===== src/rtl/tile_fetch.sv =====
// tile_fetch: fetches the next 8-pixel tile column from map/pattern RAMs and serialises it to pixel.
// Latency: zero from hpos to pixel; the fetch runs one tile ahead, the shift register reloads on phase 7.
// Backpressure: none, timing slaved to hpos. Optional macro TILE_FETCH_SCROLL_EN adds the scroll_y port.
module tile_fetch #(
   parameter int H_TOTAL = 800,
   parameter int V_TOTAL = 525,
   parameter int MAP_A   = 10,
   parameter int PAT_A   = 11
) (
   input  logic             clk,
   input  logic             rst_n,
   input  logic [9:0]       hpos,
   input  logic [9:0]       vpos,
   input  logic             display_on,
   output logic [MAP_A-1:0] map_addr,
   input  logic [7:0]       map_dout,
   output logic [PAT_A-1:0] pat_addr,
   input  logic [7:0]       pat_dout,
`ifdef TILE_FETCH_SCROLL_EN
   input  logic [7:0]       scroll_y,
`endif
   output logic             pixel,
   output logic             busy
);

   typedef enum logic [2:0] {
      S_IDLE,
      S_MAP_WAIT,
      S_MAP_DATA,
      S_PAT_WAIT,
      S_PAT_DATA,
      S_DONE
   } state_t;

   state_t           r_state;
   state_t           w_state_nxt;
   logic [MAP_A-1:0] r_map_addr;
   logic [PAT_A-1:0] r_pat_addr;
   logic [2:0]       r_line_lo;
   logic [7:0]       r_next_pat;
   logic [7:0]       r_shreg;

   logic [2:0]       w_phase;
   logic             w_last_grp;
   logic             w_last_line;
   logic [4:0]       w_col_n;
   logic [7:0]       w_line;
   logic [7:0]       w_eff_line;
   logic             w_ld_map;
   logic             w_ld_pat;
   logic             w_ld_next;

   assign w_phase     = hpos[2:0];
   assign w_last_grp  = (hpos == 10'(H_TOTAL - 8));
   assign w_last_line = (vpos == 10'(V_TOTAL - 1));

   // The last group of a line prefetches column 0 of the following line.
   assign w_col_n = w_last_grp ? 5'd0 : 5'(hpos[9:3] + 7'd1);
   assign w_line  = w_last_grp ? (w_last_line ? 8'd0 : vpos[7:0] + 8'd1) : vpos[7:0];

`ifdef TILE_FETCH_SCROLL_EN
   assign w_eff_line = w_line + scroll_y;
`else
   assign w_eff_line = w_line;
`endif

   // Next-state and load strobes; sequence after the start is unconditional so a skipping hpos cannot lock it up.
   always_comb begin
      w_state_nxt = r_state;
      w_ld_map    = 1'b0;
      w_ld_pat    = 1'b0;
      w_ld_next   = 1'b0;
      case (r_state)
         S_IDLE: begin
            if (w_phase == 3'd0) begin
               w_ld_map    = 1'b1;
               w_state_nxt = S_MAP_WAIT;
            end
         end
         S_MAP_WAIT: w_state_nxt = S_MAP_DATA;
         S_MAP_DATA: begin
            w_ld_pat    = 1'b1;
            w_state_nxt = S_PAT_WAIT;
         end
         S_PAT_WAIT: w_state_nxt = S_PAT_DATA;
         S_PAT_DATA: begin
            w_ld_next   = 1'b1;
            w_state_nxt = S_DONE;
         end
         S_DONE: begin
            if (w_phase == 3'd7) w_state_nxt = S_IDLE;
         end
         default: w_state_nxt = S_IDLE;
      endcase
   end

   // State register.
   always_ff @(posedge clk or negedge rst_n) begin
      if (!rst_n) r_state <= S_IDLE;
      else        r_state <= w_state_nxt;
   end

   // RAM address registers, latched pattern row and the prefetched pattern byte.
   always_ff @(posedge clk or negedge rst_n) begin
      if (!rst_n) begin
         r_map_addr <= '0;
         r_pat_addr <= '0;
         r_line_lo  <= 3'd0;
         r_next_pat <= 8'd0;
      end else begin
         if (w_ld_map) begin
            r_map_addr <= MAP_A'({w_eff_line[7:3], w_col_n});
            r_line_lo  <= w_eff_line[2:0];
         end
         if (w_ld_pat)  r_pat_addr <= PAT_A'({map_dout, r_line_lo});
         if (w_ld_next) r_next_pat <= pat_dout;
      end
   end

   // Pixel shifter: reload at the end of phase 7 so the new tile starts exactly at phase 0.
   always_ff @(posedge clk or negedge rst_n) begin
      if (!rst_n)                r_shreg <= 8'd0;
      else if (w_phase == 3'd7)  r_shreg <= r_next_pat;
      else                       r_shreg <= {r_shreg[6:0], 1'b0};
   end

   assign map_addr = r_map_addr;
   assign pat_addr = r_pat_addr;
   assign pixel    = r_shreg[7] & display_on;
   assign busy     = (r_state != S_IDLE);

endmodule

===== config.mk =====
export PLATFORM = sky130hd
export DESIGN_NAME = tile_fetch
export DESIGN_NICKNAME = d
export VERILOG_FILES = /design/src/rtl/tile_fetch.sv
export SDC_FILE = /design/constraint.sdc
export NUM_CORES = 1
export LEC_CHECK = 0
export ABC_AREA = 0
export ABC_CLOCK_PERIOD_IN_PS = 3300
export CORE_UTILIZATION = 45
export DETAILED_ROUTE_END_ITERATION = 10
export DONT_BUFFER_PORTS = 1
export PLACE_DENSITY = 0.65
export SETUP_SLACK_MARGIN = 0.3
export SYNTH_ARGS = -nofsm -noshare
export SYNTH_HDL_FRONTEND = slang
export SYNTH_SLANG_ARGS = --single-unit
export TNS_END_PERCENT = 100

===== constraint.sdc =====
create_clock -name clk -period 3.3 [get_ports clk]
set_input_delay 0.66 -clock clk [delete_from_list [all_inputs] [get_ports clk]]
set_output_delay 0.66 -clock clk [all_outputs]
set_load 0.05 [all_outputs]

After elaboration in Yosys (flattened, before gate mapping)
Index checks and enable logic that the tools add are counted.

operators by class
  mux-type cells = 11
  bitwise operators = 1
  equal/unequal tests = 10
  add/sub/neg operators = 2
  reduce and logical (&&, ||, !) cells = 4

operators with widths
  cell                                            number
  2-to-1 mux 8 bit                                3
  == test 10 bit (second input constant)          2
  one-hot mux 3 bit (6 select lines)              1
  == test 3 bit (second input constant)           3
  adder 8 x 1 -> 8 bit (second input constant)    1
  == test 3 x 2 -> 1 bit (second input constant)  2
  logical NOT 3 bit                               2
  2-to-1 mux 3 bit                                2
  adder 5 x 1 -> 5 bit (second input constant)    1
  2-to-1 mux 5 bit                                1
  2-to-1 mux 1 bit                                4
  inequality test 2 bit (second input constant)   2
  == test 3 x 1 -> 1 bit (second input constant)  1
  nonzero test 3 bit                              1
  AND reduction 2 bit                             1
  bitwise AND 1 bit                               1

word-level totals
  input port bits = 39
  register bits after elaboration = 43
  output and inout port bits = 23
  word-level logic and storage cells = 34

Longest topological paths before layout
Gate-level depths: netlist of the first run.

  depth in word-level cells = 3
  mapped depth = 7
  depth with buffers taken out = 6

Worst setup path before layout of the first run
No wires, ideal clock.

  kind = input port to flip-flop
  from = in hpos[0]
  to = reg r_map_addr[8], in the netlist map_addr[8]
  setup slack = 1.018 ns
  data arrival time = 2.201 ns
  setup time = 0.082 ns
  required time = 3.218 ns
  buffers on the path = 1
  cell stages on the path = 5
  cell sequence = or3_4 -> or3_1 -> clkbuf_2 -> or4_1 -> a31oi_1

on the way
  longest elaborated chain between the ends = 3
  elaborated cells between the ends (all ways) = 5
  those cells by class = eq/ne (1); mux (3); reduce/logical (1)

ends and longest elaborated chain
  what                    line  RTL
  start: declaration      12    input logic [9:0] hpos,
  logical NOT 3 bit       75    if (w_phase == 3'd0) begin
  2-to-1 mux 1 bit        75
  2-to-1 mux 1 bit        73    case (r_state)
  end signal: assignment  112   r_map_addr <= MAP_A'({w_eff_line[7:3], w_col_n});
  end: declaration        37    logic [MAP_A-1:0] r_map_addr;

Parallel ways exist; a longest one is shown, timed or not.
A chain may end at the register's enable or synchronous reset.

Final worst setup path of the first run
  from = reg r_state[0]
  to = reg r_map_addr[8], in the netlist map_addr[8]

on the way
  longest elaborated chain between the ends = 2

ends and longest elaborated chain
  what                      line  RTL
  start: declaration        35    state_t r_state;
  start signal: assignment  100   else r_state <= w_state_nxt;
  logical NOT 3 bit         73
  2-to-1 mux 1 bit          73

No other way between the ends.

==> results.sh, run 1 <==
export IMPL_area_growth_pct=6.47
export IMPL_synth_simple_area_share=0.158
export IMPL_synth_edff_count=0
export IMPL_slew_viol_final=0
export IMPL_critPathCaptureType="flop"
export IMPL_tns_ns=0
export IMPL_drt_wl_total_um=3710
export IMPL_worstMarginPinSlew_ns=0.693
export IMPL_max_slew_margin=0.534
export IMPL_cp_slowest_cell="or3_1"
export IMPL_hold_viol_final=0
export IMPL_vias=1311
export IMPL_dieArea_um2=4610
export IMPL_p_per_area_nw_per_um2=1040
export IMPL_synthCells=170
export IMPL_whs_ns=0.0546
export IMPL_cpMostUsedCell="nor2_1"
export IMPL_yosys_register_bits=43
export IMPL_crit_buf_inv=0
export IMPL_dp_slack_ns=0.940
export IMPL_synth_fp_nets=212
export IMPL_first_pass_iters=4
export IMPL_hp_class="input pin to async pin"
export IMPL_htree_levels=2
export IMPL_crit_cells=4
export IMPL_max_freq_mhz=478
export IMPL_startpoint_type="flop"
export IMPL_syn_cell_area_um2=1950
export IMPL_clk_insertion_delay_late_ns=0.29
export IMPL_cts_sinks=43
export IMPL_core_um2=4090
export IMPL_ys_flop_type="dfrtp_1"
export IMPL_cts_hold_buffers=0
export IMPL_antenna_found_initial=0
export IMPL_async_flop_share=1.00
export IMPL_post_cts_resized=0
export IMPL_port_buffers=0
export IMPL_rows=23
export IMPL_dp_hpwl_um=2720
export IMPL_drive_gt1_frac=0.218
export IMPL_synth_fa_ha_area_frac=0.0192
export IMPL_clk_pin_slew_ns=0.08
export IMPL_num_io_pins=62
export IMPL_ctsLongestPathBuffers=2
export IMPL_fin_total_pwr_w=0.00216
export IMPL_cp_arrival_ns=2.31
export IMPL_path_class="flop to flop"
export IMPL_grt_max_degree=44
export IMPL_synth_compound_area_frac=0.0794
export IMPL_synth_largest_area_cell="dfrtp_1"
export IMPL_num_antenna_cells=0
export IMPL_drtIter0Drc=65
export IMPL_crit_required_ns=3.52
export IMPL_start_util=0.478
export IMPL_fin_crit_sh=0.633
export IMPL_post_drt_wl_per_cell_um=16.8
export IMPL_grt_first_pass_wirelength_um=5930
export IMPL_cts_tree="built"
export IMPL_cap_violations=0
export IMPL_yosysTopAreaCellShare=0.551
export IMPL_grt_pass1_vias=1267
export IMPL_ys_top_cells_by_count="43 x dfrtp_1, 25 x mux2_2, 11 x nand2_1, 11 x nor2_1"
export IMPL_status="completed"
export IMPL_yosysSeqAreaShare=0.551
export IMPL_setup_ws_ns=1.21
export IMPL_critPathMaxStageDelay_ns=0.67
export IMPL_yosysUniqueCellTypes=33
export IMPL_grt_use_total=0.180
export IMPL_r2r_cells=4
export IMPL_die_x_um=67.9
export IMPL_cts_made_buffers=5
export IMPL_setup_viol_count_final=0
export IMPL_overflow=0
export IMPL_synthMuxAreaShare=0.144
export IMPL_critPathTopFamily="simple AND/OR/NAND/NOR gates"
export IMPL_fin_skew_ns=0.00496
export IMPL_fin_nets=212
export IMPL_chipHeight_um=67.9
export IMPL_irDropWorstVdd_v=0.000343
export IMPL_cts_setup_buffers=0
export IMPL_ys_warn_count=0
export IMPL_via_per_inst=5.96
export IMPL_ant_nets=0
export IMPL_rsz0062_at_grt="no"
export IMPL_syn_area_per_cell_um2=11.5
export IMPL_drc_errors=0
export IMPL_synth_area_top_cells="dfrtp_1 55%, mux2_2 14%, a31oi_1 2.2%"
export IMPL_synth_xor_area_frac=0.0224
export IMPL_yosys_cell_count_top_type="dfrtp_1"
export IMPL_synth_top_family_by_area="simple AND/OR/NAND/NOR gates"
export IMPL_root_buffer="clkbuf_8"
export IMPL_path_max_fanout=11
export IMPL_gp_congestion=0.883
export IMPL_crit_chain="or3_1, nor2_1, nor2_1, a31oi_1"
export IMPL_finalCriticalPeriod_ns=2.09
export IMPL_p_leak_nw=0.874
[metal layers]
| layer | vias to the layer above | routed length, um | track usage |
|---|---|---|---|
| li1 | 612 | - | - |
| met4 | 0 | 59 | 0.0781 |
| met1 | 640 | 1450 | 0.212 |
| met3 | 6 | 321 | 0.0750 |
| met2 | 53 | 1870 | 0.287 |
| met5 | - | 0 | 0 |
[worst reg2reg max path: stages, from the launching register on]
cell and delay (ns):
dfrtp_1 0.47, or3_1 0.67, nor2_1 0.64, nor2_1 0.09, a31oi_1 0.16
[flip-flops by register name, summed over array words and instances, names as in the netlist]
signal	flops
r_next_pat	8
map_addr	10
r_line_lo	3
r_state	3
r_shreg	8
pat_addr	11
[cell usage in the layout (no fill, tap or decap), types with 5 or more instances in the layout]
cell type / n
nand2_1: 11
inv_1: 5
clkbuf_8: 6
o21ai_0: 8
a21oi_1: 6
a31oi_1: 7
nor2_1: 11
mux2_2: 25
dfrtp_1: 43
nand3_1: 8
[final cells by class]
| class | instances | area, um^2 |
|---|---|---|
| clock inverter | 1 | 5.00 |
| clock buffer | 6 | 82.6 |
| multi-input combinational | 114 | 827 |
| sequential | 43 | 1080 |
| timing repair buffer | 1 | 7.51 |
| tap | 50 | 62.6 |
| inverter | 5 | 18.8 |
| fill | 360 | 2010 |
[metrics by stage]
stage	instance area (um^2)	cells	utilization
finish	2080	220	0.509
global route	2080	220	0.509
CTS	2080	220	0.509
detailed placement	1990	213	0.487
global placement	1990	213	0.487
floorplan	1950	170	-
[where the power goes]
part	switching [W]	internal (W)	leakage, nW
Clock	0.000172	0.000164	0.0470
Combinational	0.000197	0.000239	0.307
Sequential	0.000629	0.000762	0.520
Total	0.000998	0.00117	0.874
[cell families (layout without fill, tap and decap cells)]
| family | Yosys count | count (layout) |
|---|---|---|
| compound gates | 26 | 26 |
| xor+xnor | 5 | 5 |
| fa+ha+maj | 3 | 3 |
| buf+inv | 13 | 13 |
| flops | 43 | 43 |
| mux | 25 | 25 |
| simple gates | 55 | 55 |
[worst paths after layout]
kind | slack [ns] | startpoint | to
worst max-delay path | 1.21 | r_state[0] | map_addr[8]
worst min-delay path | 0.05 | rst_n | r_next_pat[3]
worst max register to register | 1.21 | r_state[0] | map_addr[8]
worst min register to register | 0.48 | r_shreg[1] | r_shreg[2]
max in group asynchronous | 3.16 | rst_n | pat_addr[9]
min in group clk | 0.48 | r_shreg[1] | r_shreg[2]
No activity file was read; power rests on OpenSTA's default activity.
==> run 2, diff against run 1 <==
Settings changed: ABC_AREA 0 to 1, ABC_CLOCK_PERIOD_IN_PS 3300 to 2050.
Clock period 3.3 ns to 2.05 ns, I/O delays scaled along.
==> run 2 against run 1 <==
Effect of this change:
- largest cell class unchanged
- core utilization shrank 0.92 points
- sequential share of layout area down 2.3 points
- via count up 14%
- worst setup slack worse by 0.76 ns
- total power is 57% higher
- sequential power increased by 56%
- global-route usage decreased by 1.5 points
- critical endpoint is now busy
- clock power increased by 56%
- synthesized cell count increased by 38%
==> results.sh, run 2 <==
export IMPL_status="completed"
export IMPL_critPathTopFamily="simple AND/OR/NAND/NOR gates"
export IMPL_grt_pass1_vias=1374
export IMPL_max_freq_mhz=627
export IMPL_rows=24
export IMPL_fillers=418
export IMPL_gp_congestion=0.841
export IMPL_critPathCaptureType="output pin"
export IMPL_rsz0062_at_grt="no"
export IMPL_synth_largest_area_cell="dfrtp_1"
export IMPL_num_antenna_cells=0
export IMPL_root_buffer="clkbuf_8"
export IMPL_crit_chain="nor2_2, nand2_2"
export IMPL_yosysSeqAreaShare=0.531
export IMPL_antenna_found_initial=0
export IMPL_htree_levels=2
export IMPL_core_um2=4350
export IMPL_cts_tree="built"
export IMPL_drt_wl_total_um=3640
export IMPL_die_x_um=69.1
export IMPL_drive_gt1_frac=0.105
export IMPL_post_drt_wl_per_cell_um=12.5
export IMPL_area_growth_pct=7.28
export IMPL_syn_area_per_cell_um2=8.63
export IMPL_first_pass_iters=6
export IMPL_irDropWorstVdd_v=0.000741
export IMPL_critPathMaxStageDelay_ns=0.44
export IMPL_startpoint_type="flop"
export IMPL_fin_skew_ns=0.00463
export IMPL_grt_first_pass_wirelength_um=6280
export IMPL_fin_nets=280
export IMPL_cp_arrival_ns=1.19
export IMPL_cap_violations=0
export IMPL_dp_hpwl_um=2570
export IMPL_fin_area_um2=2180
export IMPL_yosys_cell_count_top_type="nand2_1"
export IMPL_via_per_inst=5.15
export IMPL_port_buffers=0
export IMPL_clk_pin_slew_ns=0.08
export IMPL_grt_use_total=0.165
export IMPL_ys_top_cells_by_count="60 x nand2_1, 43 x dfrtp_1, 27 x inv_1, 25 x nor2_1, 18 x nand3_1"
export IMPL_synth_fp_nets=277
export IMPL_overflow=0
export IMPL_hold_viol_final=0
export IMPL_crit_required_ns=1.64
export IMPL_num_io_pins=62
export IMPL_start_util=0.466
export IMPL_worstMarginPinSlew_ns=0.518
export IMPL_grt_max_degree=44
export IMPL_layout_cells_most_common="nand2_1"
export IMPL_synthCells=235
export IMPL_synth_edff_count=0
export IMPL_cp_slowest_cell="dfrtp_1"
export IMPL_path_max_fanout=5
export IMPL_path_class="flop to output pin"
export IMPL_dpl_instance_area_um2=2060
export IMPL_slew_viol_final=0
export IMPL_yosysTopAreaCellShare=0.531
export IMPL_clk_insertion_delay_late_ns=0.29
export IMPL_crit_buf_inv=0
export IMPL_finalCriticalPeriod_ns=1.60
export IMPL_chipHeight_um=69.1
export IMPL_cts_setup_buffers=0
export IMPL_dieArea_um2=4780
export IMPL_p_leak_nw=1.06
export IMPL_yosys_register_bits=43
export IMPL_fin_crit_sh=0.779
export IMPL_p_per_area_nw_per_um2=1560
export IMPL_hp_class="input pin to flop"
export IMPL_most_common_layout_cells="59 x nand2_1, 43 x dfrtp_1, 27 x inv_1"
export IMPL_fin_util=0.500
export IMPL_synth_area_top_cells="dfrtp_1 53%, nand2_1 11%, mux2_2 6.1%"
export IMPL_ys_flop_type="dfrtp_1"
export IMPL_max_slew_margin=0.654
export IMPL_tns_ns=0
export IMPL_cts_sinks=43
export IMPL_syn_cell_area_um2=2030
export IMPL_ys_warn_count=0
export IMPL_yosysUniqueCellTypes=24
export IMPL_ant_nets=0
export IMPL_drc_errors=0
export IMPL_vias=1498
export IMPL_async_flop_share=1.00
export IMPL_cts_made_buffers=5
export IMPL_drtIter0Drc=70
export IMPL_ctsLongestPathBuffers=2
export IMPL_largest_reg_flops=11
export IMPL_setup_viol_count_final=0
==> run 2: layer usage <==
layer / GRT usage / vias up / share of wire
met5: 0 / - / 0
met4: 0.0680 / 0 / 0.015
met3: 0.0526 / 7 / 0.067
met2: 0.252 / 51 / 0.45
met1: 0.217 / 687 / 0.47
li1: - / 753 / -
==> run 2: report_power, final <==
| group | internal [W] | switching, W |
|---|---|---|
| clock network | 0.000238 | 0.000287 |
| logic | 0.000313 | 0.000392 |
| registers | 0.00121 | 0.000952 |
| total | 0.00177 | 0.00163 |
==> run 2: cell type report <==
cell class / instances / area [um^2] / share of cell area
multi-input combinational: 158 / 815 / 0.374
clock inverter: 2 / 12.5 / 0.00575
tap: 52 / 65.1 / 0.0299
inverter: 28 / 105 / 0.0483
clock buffer: 6 / 72.6 / 0.0334
sequential: 43 / 1080 / 0.495
timing repair buffer: 2 / 30.0 / 0.0138
==> run 2: worst paths after layout <==
check | start | to | slack (ns) | cells after the start
setup / recovery | r_state[0] | busy | 0.45 | 2
hold / removal | hpos[3] | map_addr[0] | 0.20 | 1
setup reg to reg | r_state[0] | map_addr[8] | 0.49 | 5
hold reg to reg | r_shreg[4] | r_shreg[5] | 0.46 | 2
max in group asynchronous | rst_n | map_addr[4] | 1.27 | 2
min in group asynchronous | rst_n | r_next_pat[6] | 0.57 | 2
==> run 2: logic make-up after synthesis <==
| kind of cell | synth area share |
|---|---|
| AOI/OAI and AO/OA | 0.0771 |
| xor gates and xnor gates | 0.0130 |
| adders and majority gates | 0.0185 |
| buffers and inverters | 0.0691 |
| DFF | 0.531 |
| muxes | 0.0611 |
| and+or+nand+nor | 0.231 |
==> run 2: what timing repair did <==
action / 4_1_cts / 5_1_grt
hold buffers: 2 / 0
gates resized for setup: 0 / 1
setup endpoints to repair: 0 / 1
endpoints found under the hold margin: 43 / 0
==> run 2: metrics by stage <==
step,hold WS [ns],cells,power [W],setup WS [ns]
after detailed placement,0.116,281,0.00288,0.466
after CTS,0.195,291,0.00343,0.330
final,0.198,291,0.00340,0.454
after global placement,0.116,281,0.00285,0.513
after global routing,0.183,291,0.00360,0.338
after floorplan,0.114,235,0.00273,0.741
==> run 2: worst reg2reg max path, cell delays in order (launching register included) <==
cell,delay (ns)
dfrtp_1,0.44
nor2_2,0.22
nand3_2,0.33
clkinv_1,0.30
nor2_1,0.06
a21oi_1,0.13
